<file path="src/rtl/fsk_tx.sv">
// fsk_tx: phase-reset 2-FSK serialiser, MSB first; first symbol starts the cycle after acceptance, done pulses the cycle after the final bit.
// Backpressure: in_ready only in IDLE or the last cycle of the last bit. FSK_TX_PREAMBLE_EN prepends PRE_BITS alternating symbols.
module fsk_tx #(
    parameter int FRAME_W  = 16,
    parameter int SYM_CYC  = 16,
    parameter int DIV_HI   = 1,
    parameter int DIV_LO   = 2,
    parameter int PRE_BITS = 8
) (
    input  logic               clk,
    input  logic               rst,
    input  logic [FRAME_W-1:0] in_data,
    input  logic               in_valid,
    output logic               in_ready,
    output logic               fsk_out,
    output logic               busy,
    output logic               done
);

    localparam int SYM_W  = $clog2(SYM_CYC);
    localparam int TONE_W = $clog2(DIV_LO);
    localparam int MAXB   = (FRAME_W > PRE_BITS) ? FRAME_W : PRE_BITS;
    localparam int BIT_W  = $clog2(MAXB);

    localparam logic [SYM_W-1:0]  SYM_LAST   = SYM_W'(SYM_CYC - 1);
    localparam logic [BIT_W-1:0]  FRAME_LAST = BIT_W'(FRAME_W - 1);
    localparam logic [TONE_W-1:0] HI_LAST    = TONE_W'(DIV_HI - 1);
    localparam logic [TONE_W-1:0] LO_LAST    = TONE_W'(DIV_LO - 1);

    typedef enum logic [1:0] {IDLE, PRE, DATA} state_t;

    state_t             state_q, state_d;
    logic [SYM_W-1:0]   sym_cnt_q, sym_cnt_d;
    logic [BIT_W-1:0]   bit_cnt_q, bit_cnt_d;
    logic [TONE_W-1:0]  tone_cnt_q, tone_cnt_d;
    logic               tone_q, tone_d;
    logic [FRAME_W-1:0] shift_q, shift_d;
    logic               done_q, done_d;

    logic               sym_wrap, last_bit, accept, cur_bit;
    logic [TONE_W-1:0]  tone_last;
    state_t             start_st;

    always_comb begin
        sym_wrap  = (state_q != IDLE) && (sym_cnt_q == SYM_LAST);
        last_bit  = (state_q == DATA) && (bit_cnt_q == FRAME_LAST);
        in_ready  = rst && ((state_q == IDLE) || (last_bit && sym_wrap));
        accept    = in_valid && in_ready;
`ifdef FSK_TX_PREAMBLE_EN
        start_st  = PRE;
        cur_bit   = (state_q == PRE) ? ~bit_cnt_q[0] : shift_q[FRAME_W-1];
`else
        start_st  = DATA;
        cur_bit   = shift_q[FRAME_W-1];
`endif
        tone_last = cur_bit ? HI_LAST : LO_LAST;

        state_d   = state_q;
        sym_cnt_d = sym_cnt_q + 1'b1;
        bit_cnt_d = bit_cnt_q;
        shift_d   = shift_q;
        done_d    = last_bit && sym_wrap;
        if (tone_cnt_q == tone_last) begin
            tone_cnt_d = '0;
            tone_d     = ~tone_q;
        end else begin
            tone_cnt_d = tone_cnt_q + 1'b1;
            tone_d     = tone_q;
        end

        case (state_q)
            IDLE: begin
                sym_cnt_d  = '0;
                tone_cnt_d = '0;
                tone_d     = 1'b0;
                if (accept) begin
                    state_d   = start_st;
                    shift_d   = in_data;
                    bit_cnt_d = '0;
                end
            end
`ifdef FSK_TX_PREAMBLE_EN
            PRE: begin
                if (sym_wrap) begin
                    if (bit_cnt_q == BIT_W'(PRE_BITS - 1)) begin
                        state_d   = DATA;
                        bit_cnt_d = '0;
                    end else begin
                        bit_cnt_d = bit_cnt_q + 1'b1;
                    end
                end
            end
`endif
            DATA: begin
                if (sym_wrap) begin
                    if (last_bit) begin
                        bit_cnt_d = '0;
                        // Back-to-back frame starts with no gap symbol
                        if (accept) begin
                            state_d = start_st;
                            shift_d = in_data;
                        end else begin
                            state_d = IDLE;
                        end
                    end else begin
                        bit_cnt_d = bit_cnt_q + 1'b1;
                        shift_d   = shift_q << 1;
                    end
                end
            end
            default: state_d = IDLE;
        endcase

        // Phase reset: every symbol begins with tone low
        if (sym_wrap) begin
            sym_cnt_d  = '0;
            tone_cnt_d = '0;
            tone_d     = 1'b0;
        end
    end

    always_ff @(posedge clk) begin
        if (!rst) begin
            state_q    <= IDLE;
            sym_cnt_q  <= '0;
            bit_cnt_q  <= '0;
            tone_cnt_q <= '0;
            tone_q     <= 1'b0;
            shift_q    <= '0;
            done_q     <= 1'b0;
        end else begin
            state_q    <= state_d;
            sym_cnt_q  <= sym_cnt_d;
            bit_cnt_q  <= bit_cnt_d;
            tone_cnt_q <= tone_cnt_d;
            tone_q     <= tone_d;
            shift_q    <= shift_d;
            done_q     <= done_d;
        end
    end

    assign fsk_out = tone_q;
    assign busy    = (state_q != IDLE);
    assign done    = done_q;

endmodule

</file>
<file path="config.mk">
export PLATFORM = sky130hd
export DESIGN_NAME = fsk_tx
export DESIGN_NICKNAME = d
export VERILOG_FILES = /design/src/rtl/fsk_tx.sv
export SDC_FILE = /design/constraint.sdc
export NUM_CORES = 1
export LEC_CHECK = 0
export ABC_AREA = 1
export CORE_ASPECT_RATIO = 0.6
export CORE_UTILIZATION = 25
export CTS_CLUSTER_DIAMETER = 30
export DETAILED_ROUTE_END_ITERATION = 10
export SYNTH_ARGS = -nofsm -noshare
export SYNTH_HDL_FRONTEND = slang
export SYNTH_SLANG_ARGS = --single-unit
</file>
<file path="constraint.sdc">
create_clock -name clk -period 1.55 [get_ports clk]
set_clock_uncertainty 0.1 [all_clocks]
set_input_delay 0.155 -clock clk [delete_from_list [all_inputs] [get_ports clk]]
set_output_delay 0.155 -clock clk [all_outputs]
set_load 0.1 [all_outputs]
</file>
==> metrics.cfg <==
[layout]
seq_area_um2=569
syn2layout_area_growth_pct=48.0
fillers=589
fin_nets=281
final_core_util_pct=38.8
finalNonFillerCells=339
diodes=0
multi_input_comb_area_um2=940
final_layout_size_suffix_gt1_share_pct=24.3

[worst_setup_path]
critical-path-top-delay-family=simple AND/OR/NAND/NOR gates
path_cells=ha_4, nand3_4, buf_6, a21oi_4, nand3_4, nand2_2, nand3_2, nand2_1, nand2_1
cp_num_buf_inv=1
crit_path_end_kind=flop
crit_fanout=8
cpPeakStageDelay_ns=0.36
arrival_ns=1.75
required_ns=1.64
crit_type=reg -> reg
critPathSlowestCell=dfxtp_2
start_kind=flop

[run]
maxCapViolCount=0

[synthesis]
netlist_area_um2=1480
synth.top_cell.area_share_pct=38.0
synth_cells=221
async_flop_share_pct=0
yosysUniqueCellTypes=26
ys.flop_type=dfxtp_1
synth_edf_count=0
synth_area_per_cell_um2=6.67
yosysTopAreaCell=dfxtp_1
synth.most_common_cell=nand2_1
synth.ff_latch_count=28
ys_seq_area_share_pct=38.0
yosys-top-cells-count=nand2_1, nor2_1, dfxtp_1
synth.area.top_cells=dfxtp_1, nand2_1, nor2_1
syn-num-nets=242
ys.warnings.count=0

[grt]
track_usage_pct=13.2
grt_pass1_vias=1353
overflow=0
antenna_found_initial=0
grt_pass1_wl_mm=6.39
grt_max_degree=31

[clock_tree]
cts_tree=yes
cts_sinks=28
cts-root-buf=clkbuf_8
clk_pin_slew_ns=0.10
cts_made_buffers=3
clk_latency_ns=0.28
h-tree-depth=1
cts_buffer_depth=2

[pwr]
p_per_area_nw_per_um2=809
finalPower_mw=1.77
p_leak_nw=0.941
ir_drop_uv=307

[sta]
hold_slack_ns=0.346
setup_viol=17
slew_violations=0
maxSlewHeadroom_pct=75.3
rsz0062_at_grt=yes
finalCritPeriodShare_pct=107
worstMarginPinSlew_ns=0.369
hold_violations=0
layout_min_cycle_time_ns=1.66
fmax_ghz=0.601
worst_slack_ns=-0.113

[detailed_routing]
drt_iter0_markers=80
vias_per_cell=4.43
wl_mm=3.72
via_count=1501
avgRoutedWirePerCell_um=11.0
remaining_drc_errors=0
first_pass_iters=4
ant_nets=0

[min_path]
hp-class=reg -> reg

[floorplanning]
die-width_um=101
die_h_um=61.5
die_area_um2=6220
initial_core_util_pct=26.2
rows=21
coreArea_um2=5620
io_pins=23

[place]
dp_slack_ns=-0.0976
numPlacedInstances=328
hpwl_mm=2.55
io_buffers=22
gp_congestion=0.748

[status]
status=finished with violations
violations=negative setup slack

-- cell type report --
cell class	count	share of cell area [%]
Multi-Input combinational cell	171	43.0
Clock buffer	4	3.04
Timing Repair Buffer	44	21.1
Sequential cell	28	26.1
Tap cell	80	4.58
Inverter	12	2.18
-- registers in the layout, indices dropped and copies added (netlist names) --
| signal | count |
|---|---|
| bit_cnt_q | 4 |
| done | 1 |
| fsk_out | 1 |
| shift_q | 16 |
| state_q | 1 |
| sym_cnt_q | 4 |
| tone_cnt_q | 1 |
-- through the flow --
stage               setup TNS [ns]  area, um^2
global route                 -3.11        2180
global placement            -0.359        1950
detailed placement          -0.915        1950
finish                       -1.38        2180
floorplan                   -0.485        1530
CTS                          -1.13        2120
-- worst reg2reg max path, delay by kind of cell (launching register included) --
kind / cells / cell delay, ns
DFF: 1 / 0.36
and+or+nand+nor: 6 / 0.56
buffers and inverters: 1 / 0.14
AOI/OAI and AO/OA: 1 / 0.24
adders and majority gates: 1 / 0.15
-- final timing paths --
path	cells after the start	slack, ns	start	endpoint
min reg2reg	1	0.35	tone_cnt_q$_SDFF_PP0_	tone_cnt_q$_SDFF_PP0_
min	1	0.35	tone_cnt_q$_SDFF_PP0_	tone_cnt_q$_SDFF_PP0_
max	9	-0.11	sym_cnt_q[0]$_SDFF_PP0_	shift_q[12]$_SDFFE_PN0P_
max reg2reg	9	-0.11	sym_cnt_q[0]$_SDFF_PP0_	shift_q[12]$_SDFFE_PN0P_
-- logic make-up (layout without fill, tap and decap cells) --
kind of cell	Yosys count	count (layout)	synth area share, %
and+or+nand+nor	155	156	46.1
DFF	28	28	38.0
xor gates and xnor gates	4	4	2.38
buffers and inverters	23	60	7.12
AOI/OAI and AO/OA	9	9	4.67
adders and majority gates	2	2	1.70
-- layer usage --
layer | track usage [%] | wire (um)
met3 | 3.63 | 181
met4 | 1.86 | 8
met2 | 20.5 | 1560
met1 | 18.8 | 1970
met5 | 0 | 0
-- where the power goes --
group | total (mW) | switching, mW | internal [mW]
sequential | 0.809 | 0.0434 | 0.766
clock | 0.526 | 0.244 | 0.282
combinational | 0.431 | 0.232 | 0.199
-- placed cells by master, fill, tap and decap left out, types with 2 or more instances in the layout --
| cell | Yosys | routed |
|---|---|---|
| nand2_1 | 71 | 63 |
| xnor2_1 | 2 | 2 |
| dfxtp_2 | 0 | 4 |
| nand2_4 | 0 | 4 |
| nand4_1 | 15 | 15 |
| xor2_1 | 2 | 2 |
| nand3_1 | 19 | 16 |
| nand2_2 | 2 | 6 |
| buf_6 | 1 | 4 |
| nor3_1 | 5 | 4 |
| buf_12 | 0 | 5 |
| nand3_4 | 1 | 3 |
| ha_4 | 0 | 2 |
| nand3_2 | 1 | 3 |
| dfxtp_1 | 28 | 23 |
| clkbuf_8 | 0 | 3 |
| buf_4 | 1 | 16 |
| inv_2 | 3 | 3 |
| inv_1 | 9 | 8 |
| nor2_1 | 39 | 38 |
| a21oi_1 | 4 | 4 |
| nor2_4 | 0 | 2 |
| clkdlybuf4s50_1 | 0 | 18 |
-- timing repair --
item / 4_1_cts / 5_1_grt
gates cloned: 1 / 0
setup buffers: 5 / 1
endpoints found under the setup margin: 16 / 24
resized for setup: 11 / 16
pin swaps: 6 / 12
hold buffers: 0 / 0
Power figures use the tool's default switching activity.
